**config.mk**
```make
export PLATFORM = sky130hd
export DESIGN_NAME = spi_master
export DESIGN_NICKNAME = d
export VERILOG_FILES = /design/src/rtl/spi_master.sv
export SDC_FILE = /design/constraint.sdc
export NUM_CORES = 1
export LEC_CHECK = 0
export BUFFER_PORTS_ARGS = -buffer_cell sky130_fd_sc_hd__buf_2
export CAP_MARGIN = 15
export CORE_MARGIN = 2
export CORE_UTILIZATION = 40
export DETAILED_ROUTE_END_ITERATION = 10
export MAX_ROUTING_LAYER = met4
export SLEW_MARGIN = 20
export SYNTH_ARGS = -nofsm -noshare
export SYNTH_HDL_FRONTEND = slang
export SYNTH_SLANG_ARGS = --single-unit
```
**constraint.sdc**
```tcl
create_clock -name clock -period 3.6 [get_ports clock]
set_input_delay 0.36 -clock clock [delete_from_list [all_inputs] [get_ports clock]]
set_output_delay 0.36 -clock clock [all_outputs]
set_load 0.02 [all_outputs]
```
**src/rtl/spi_master.sv**
```systemverilog
// -----------------------------------------------------------------------------
// spi_master
//   Mode-0 (CPOL=0, CPHA=0) SPI master with a one-hot slave-select vector.
//   A single valid/ready request carries up to 32 transmit bits. The reply comes
//   back as a single held valid/ready response containing the bits captured
//   from miso.
//
//   Frame shape, counted in system clocks after the accept edge:
//     ss_n low ....... DIV (setup) + 2*N*DIV (N sck periods) + DIV (hold)
//     rsp_valid ...... rises one cycle after ss_n returns high
//
// Parameters
//   DIV   system clocks per sck half-period (>= 1)
//   SS_W  number of slave-select lines
//
// Ports
//   clock, rst_n            system clock, asynchronous active-low reset
//   req_valid/req_ready     request handshake
//   req_data[31:0]          transmit bits, right-aligned
//   req_len[4:0]            bit count minus one
//   req_ss[SS_W-1:0]        one-hot select, 1 = select (0 = dummy clocks)
//   rsp_valid/rsp_ready     response handshake; rsp_valid held until consumed
//   rsp_data[31:0]          received bits, right-aligned, upper bits zero
//   sck, ss_n, mosi, miso   SPI bus
//
// Build option
//   SPI_MASTER_LSB_FIRST_EN  when defined, bit 0 is shifted first in both
//                            directions. Otherwise the word is sent MSB-first.
// -----------------------------------------------------------------------------
module spi_master #(
    parameter int DIV  = 2,
    parameter int SS_W = 8
) (
    input  logic            clock,
    input  logic            rst_n,
    input  logic            req_valid,
    output logic            req_ready,
    input  logic [31:0]     req_data,
    input  logic [4:0]      req_len,
    input  logic [SS_W-1:0] req_ss,
    output logic            rsp_valid,
    input  logic            rsp_ready,
    output logic [31:0]     rsp_data,
    output logic            sck,
    output logic [SS_W-1:0] ss_n,
    output logic            mosi,
    input  logic            miso
);

    localparam int            DW       = $clog2(DIV) + 1;
    localparam logic [DW-1:0] DIV_LAST = DW'(DIV - 1);

    typedef enum logic [2:0] {
        IDLE,
        SETUP,
        XFER,
        HOLD,
        DONE
    } state_t;

    state_t state_q, state_d;

    logic [DW-1:0] div_cnt;     // position inside the current half-period
    logic [5:0]    bit_cnt;     // completed bits (falling edges), stops at N
    logic [31:0]   data_q;
    logic [4:0]    len_q;
    logic [31:0]   rx_q;

    logic          tick;        // last cycle of a half-period
    logic          accept;
    logic [5:0]    n_bits;
    logic [5:0]    bit_nxt;
    logic [4:0]    pos_first;   // word index of the first bit on the wire
    logic [4:0]    pos_cur;     // word index of the bit now on the wire
    logic [4:0]    pos_nxt;     // word index of the bit after it

    assign req_ready = (state_q == IDLE) && !rsp_valid;
    assign accept    = req_valid && req_ready;
    assign tick      = (div_cnt == DIV_LAST);
    assign n_bits    = {1'b0, len_q} + 6'd1;
    assign bit_nxt   = bit_cnt + 6'd1;
    assign rsp_data  = rx_q;

    // The transmit and receive positions come from the same mapping, so a
    // loopback always returns the request word unchanged in either bit order.
`ifdef SPI_MASTER_LSB_FIRST_EN
    assign pos_first = 5'd0;
    assign pos_cur   = bit_cnt[4:0];
    assign pos_nxt   = bit_nxt[4:0];
`else
    assign pos_first = req_len;
    assign pos_cur   = len_q - bit_cnt[4:0];
    assign pos_nxt   = len_q - bit_nxt[4:0];
`endif

    // ---------------------------------------------------------------- FSM
    always_ff @(posedge clock or negedge rst_n) begin
        if (!rst_n) state_q <= IDLE;
        else        state_q <= state_d;
    end

    always_comb begin
        state_d = state_q;
        case (state_q)
            IDLE:  if (accept) state_d = SETUP;
            SETUP: if (tick) state_d = XFER;
            // XFER also covers the low half-period that follows the last
            // falling edge. HOLD then adds its own DIV cycles.
            XFER:  if (tick && !sck && (bit_cnt == n_bits)) state_d = HOLD;
            HOLD:  if (tick) state_d = DONE;
            DONE:  if (rsp_valid && rsp_ready) state_d = IDLE;
            default: state_d = IDLE;
        endcase
    end

    // ----------------------------------------------------------- datapath
    always_ff @(posedge clock or negedge rst_n) begin
        if (!rst_n) begin
            div_cnt   <= '0;
            bit_cnt   <= '0;
            data_q    <= '0;
            len_q     <= '0;
            rx_q      <= '0;
            sck       <= 1'b0;
            mosi      <= 1'b0;
            ss_n      <= '1;
            rsp_valid <= 1'b0;
        end else begin
            case (state_q)
                IDLE: begin
                    if (accept) begin
                        data_q  <= req_data;
                        len_q   <= req_len;
                        rx_q    <= '0;
                        bit_cnt <= '0;
                        div_cnt <= '0;
                        ss_n    <= ~req_ss;
                        mosi    <= req_data[pos_first];
                    end
                end

                SETUP: begin
                    div_cnt <= tick ? '0 : div_cnt + DW'(1);
                    if (tick) begin
                        // First rising edge: sample miso as it is before the
                        // slave reacts to this edge.
                        sck           <= 1'b1;
                        rx_q[pos_cur] <= miso;
                    end
                end

                XFER: begin
                    div_cnt <= tick ? '0 : div_cnt + DW'(1);
                    if (tick) begin
                        if (sck) begin
                            sck     <= 1'b0;
                            bit_cnt <= bit_nxt;
                            // After the last bit, mosi keeps its value.
                            if (bit_nxt < n_bits) mosi <= data_q[pos_nxt];
                        end else if (bit_cnt < n_bits) begin
                            sck           <= 1'b1;
                            rx_q[pos_cur] <= miso;
                        end
                    end
                end

                HOLD: begin
                    div_cnt <= tick ? '0 : div_cnt + DW'(1);
                    if (tick) ss_n <= '1;
                end

                DONE: begin
                    // Rises on the first DONE cycle and falls right after the
                    // consume, when the FSM is back in IDLE.
                    rsp_valid <= !(rsp_valid && rsp_ready);
                end

                default: ;
            endcase
        end
    end

endmodule
```
# After elaboration in Yosys (flattened, before gate mapping)
# Cells that the tools add are included.
[totals] ff_bits=91 out_inout_bits=44
[op_classes] addsub=5 n_lt_le_gt_ge=6 eq_ne=16 mux=39 bitwise_logic=1 n_reduce_logical=24
[ops] operator="$mux 32" count=5
[ops] operator="$pmux 32 s3" count=1
[ops] operator="$bwmux 32" count=1
[ops] operator="$ne 2x2->1 const B" count=10
[ops] operator="$lt 5x6->1 const B" count=3
[ops] operator="$mux 6" count=3
[ops] operator="$mux 8" count=2
[ops] operator="$pmux 8 s2" count=1
[ops] operator="$mux 3" count=5
[ops] operator="$pmux 3 s5" count=1
[ops] operator="$lt 6x6->1" count=2
[ops] operator="$pmux 6 s2" count=1
[ops] operator="$mux 1" count=11
[ops] operator="$bmux 1 s5" count=2
[ops] operator="$reduce_and 5->1" count=2
[ops] operator="$sub 5x5->5" count=2
[ops] operator="$not 8->8" count=1
[ops] operator="$reduce_bool 2->1" count=4
[ops] operator="$add 5x1->6 const B" count=1
[ops] operator="$add 6x1->6 const B" count=1
[ops] operator="$eq 3x2->1 const B" count=2
[ops] operator="$eq 6x6->1" count=1
[ops] operator="$logic_and 1x1->1" count=6
[ops] operator="$reduce_and 3->1" count=2
[ops] operator="16 further kinds" count=21

# Longest topological paths before layout
[logic_depth] word_depth=10 mapped_depth=11 ltp_nobuf=11

# Least setup slack after synthesis
# OpenSTA, ideal clock, no wires.
[synth_timing] kind="register to register" start="register bit_cnt[0]" end="register mosi" arrival_time_ps=2549 path_slack_ps=921 path_stages_with_launch=9 period_less_slack_ps=2679 path_cell_list="dfrtp_1 ha_1 inv_1 fa_1 buf_1 mux4_2 mux4_2 o22ai_1 o31ai_1"
[synth_via] elab_chain_len=8
[synth_rtl] item="start, declared" line_no="64" rtl="logic [5:0] bit_cnt;"
[synth_rtl] item="start signal, assigned" line_no="157" rtl="bit_cnt <= bit_nxt;"
[synth_rtl] item="$add 6x1->6 (*)" line_no="81" rtl="assign bit_nxt = bit_cnt + 6'd1;"
[synth_rtl] item="$sub 5x5->5" line_no="93" rtl="assign pos_nxt = len_q - bit_nxt[4:0];"
[synth_rtl] item="$bmux 1 s5" line_no="159" rtl="if (bit_nxt < n_bits) mosi <= data_q[pos_nxt];"
[synth_rtl] item="$mux 1 (not written as such)" line_no="159"
[synth_rtl] item="$mux 1" line_no="159"
[synth_rtl] item="$mux 1" line_no="155" rtl="if (sck) begin"
[synth_rtl] item="$mux 1" line_no="154" rtl="if (tick) begin"
[synth_rtl] item="$pmux 1 s2" line_no="129" rtl="case (state_q)"
[synth_rtl] item="end signal, assigned" line_no="138" rtl="mosi <= req_data[pos_first];"
[synth_rtl] item="end signal, assigned" line_no="159"
[synth_rtl] item="end, declared" line_no="46" rtl="output logic mosi,"
# Every way passes the cells marked *; elsewhere a longest branch is shown, timed or not. The select of a mux whose other input is x is not followed.
# A chain may end at the register's enable or synchronous reset.

# Worst setup path in the final report
[layout_timing] start="register len_q[0]" end="register rx_q[12] (netlist: rsp_data[12])"
[layout_via] elab_chain_len=10
[layout_rtl] item="start, declared" line_no="66" rtl="logic [4:0] len_q;"
[layout_rtl] item="start signal, assigned" line_no="133" rtl="len_q <= req_len;"
[layout_rtl] item="$sub 5x5->5" line_no="92" rtl="assign pos_cur = len_q - bit_cnt[4:0];"
[layout_rtl] item="$lt 5x6->1 (not written as such) / $ge 5x1->1 (equally long branches)" line_no="148, 162"
[layout_rtl] item="$logic_and 1x1->1 (not written as such)" line_no="148, 162"
[layout_rtl] item="$mux 1 (not written as such)" line_no="148, 162"
[layout_rtl] item="$demux 1 s5" line_no="148, 162"
[layout_rtl] item="$bwmux 32" line_no="148, 162"
[layout_rtl] item="$mux 32" line_no="160" rtl="end else if (bit_cnt < n_bits) begin"
[layout_rtl] item="$mux 32" line_no="155"
[layout_rtl] item="$mux 32" line_no="154"
[layout_rtl] item="$pmux 32 s3" line_no="129"
[layout_rtl] item="end signal, assigned by index" line_no="148" rtl="rx_q[pos_cur] <= miso;"
[layout_rtl] item="end signal, assigned by index" line_no="162" rtl="rx_q[pos_cur] <= miso;"
[layout_rtl] item="end, declared" line_no="67" rtl="logic [31:0] rx_q;"
# Several ways; a longest one is shown, not always the timed one. The select of a mux whose other input is x is not followed.

==> out/qor.yml <==
synth_edf_count: 0
synth_common_cells: "nand2_1, dfrtp_1, a21oi_1"
ys_warn_count: 0
finalCriticalPeriod_ns: 3.09
fmax_mhz: 324
worstSetupEndpointType: "flip-flop"
power_density_nw_per_um2: 348
initial_core_util_pct: 41.3
path_class: "flip-flop to flip-flop"
chipWidth_um: 118
crit_chain: "inv_1, ha_1, inv_1, fa_1, a21o_1, a21oi_1, xnor2_1, nor4_1, a21oi_1, o21ai_1, o21ai_0"
status: "complete, no violations"
critPathSlowestCell: "nor4_1"
post-place-ws_ns: 0.599
vias_per_cell: 5.40
ys.flop_type: "dfrtp_1"
synth.top_cell.area_share_pct: 39.7
synth_largest_area_cell: "dfrtp_1"
cts_resized: 0
cp_max_fo: 6
wl_per_cell_um: 15.9
skew_ns: 0.00773
finalHoldViolations: 0
clockBufferDepth: 2
port_buffers: 93
io_pins: 94
crit_arrival_ns: 3.31
clock_sinks: 91
fin_ws_ns: 0.513
slew_headroom_pct: 34.7
async_flop_share_pct: 100
post_cts_buffers: 0
area_growth_pct: 16.9
synth_cells: 572
vias: 4459
drtIter0Drc: 273
synth_nets: 640
critPathLaunchType: "flip-flop"
die_h_um: 118
post_synth.cell_area_avg_sq_um: 9.15
power.leakage_nw: 3.04
antenna_left: 0
clkTransAtPathRegs_ns: 0.06
diodes: 0
htreeDepth: 3
drv_cap: 0
peakVddDrop_uv: 239
yosys-top-cells-area: "dfrtp_1, nand2_1, mux4_2"
syn-cell-area_sq_um: 5230
finalSetupViolCount: 0
grt_pass1_vias: 4380
drc_errors: 0
worstMarginPinSlew_ns: 0.979
cts_buffers: 9
dp_hpwl_um: 9480
rows: 41
grt_max_degree: 86
first_pass_iters: 4
fin_crit_sh_pct: 85.7
antenna_found_initial: 0
core-area_sq_um: 12700
cp.required_ns: 3.82
synth-seq-cells: 91
gp_congestion: 0.945
slowest_delay_ns: 0.64
grt_pass1_wl_um: 21800
setup_tns_ns: 0
clock_latency_ns: 0.35
yosysSeqAreaShare_pct: 43.7
hold_path_class: "input pin to asynchronous set/reset pin"
die-area_sq_um: 14000
root_buffer: "clkbuf_16"
fin_nets: 716
yosysMostFrequentCell: "nand2_1"
wl_um: 13200
rsz0062_at_grt: "no"
grt_usage_pct: 20.1
layout-drive-gt1-share_pct: 22.4
ys_types: 53
ctsHoldBuffers: 0
grt.overflow.total: 0
cts_tree: "built"
slew_violations: 0
-- metrics by stage --
step	util (%)	hold slack, ns	area, sq um	total power (W)	std cells
finish	48.3	0.0641	6110	0.00213	825
detailed placement	45.7	0.462	5790	0.00113	809
global placement	45.7	0.454	5790	0.00113	809
floorplan	-	0.0644	5230	0.00107	572
global route	48.3	0.130	6110	0.00222	825
CTS	48.2	0.132	6110	0.00215	825
-- registers in the layout, indices dropped and copies added, names as in the netlist --
register,cells
ss_n,8
sck,1
rsp_valid,1
data_q,32
div_cnt,2
len_q,5
bit_cnt,6
rsp_data,32
mosi,1
state_q,3
-- metal layers --
metal	wire (um)	up-vias	track usage, %
li1	-	2153	-
met1	5950	2158	25.2
met2	6370	133	32.2
met3	605	15	4.34
met4	232	0	7.23
met5	0	-	-
-- layout by cell type, fill, tap and decap left out, types with 8 or more instances in the layout --
master	n
nand2_1	141
buf_2	92
dfrtp_1	83
a21oi_1	52
o21ai_0	51
o21ai_1	25
nor2_1	22
mux4_2	18
ha_1	16
inv_1	15
xnor2_1	11
nor3_1	9
nand3_1	9
clkbuf_16	9
dfstp_2	8
-- final timing paths --
check                      startpoint  slack [ns]  cells past startpoint            to
max                          len_q[0]        0.51                     11  rsp_data[12]
min                             rst_n        0.06                      1     rsp_valid
max reg2reg                  len_q[0]        0.51                     11  rsp_data[12]
min reg2reg                data_q[20]        0.47                      2    data_q[20]
max in group asynchronous       rst_n        2.92                      2   rsp_data[2]
min in group clock          req_ss[4]        0.14                      2       ss_n[4]
-- area by class of cell --
cell class                      instances  area (sq um)
Clock inverter                          4          73.8
Clock buffer                           12           246
Sequential cell                        91          2290
Timing Repair Buffer                   99           517
Inverter                               15          56.3
Fill cell                            1226          6560
Multi-Input combinational cell        432          2720
Tap cell                              172           215
-- cells by family after synthesis --
family                   count (synthesis)  synth area share [%]
buffers and inverters                   49                  4.30
AND/OR/NAND/NOR                        210                  17.5
AO/OA/AOI/OAI                          161                  17.3
XOR/XNOR                                20                  3.85
adder cells (fa/ha/maj)                 18                  4.59
flip-flops                              91                  43.7
multiplexers                            23                  8.71
-- where the power goes --
part | internal, W | total (W) | leakage, nW | switching, W
combinational | 0.0000390 | 0.0000857 | 1.67 | 0.0000467
sequential | 0.00102 | 0.00102 | 1.22 | 0
clock | 0.000629 | 0.00102 | 0.157 | 0.000390
-- worst max-delay path: cells and delay by family (launching register included) --
family | cells | cell delay [ns]
adders and majority gates | 2 | 0.66
buffers and inverters | 2 | 0.18
DFF | 1 | 0.41
and+or+nand+nor | 1 | 0.64
AOI/OAI and AO/OA | 5 | 0.89
xor gates and xnor gates | 1 | 0.19
(Power assumes the default switching activity.)
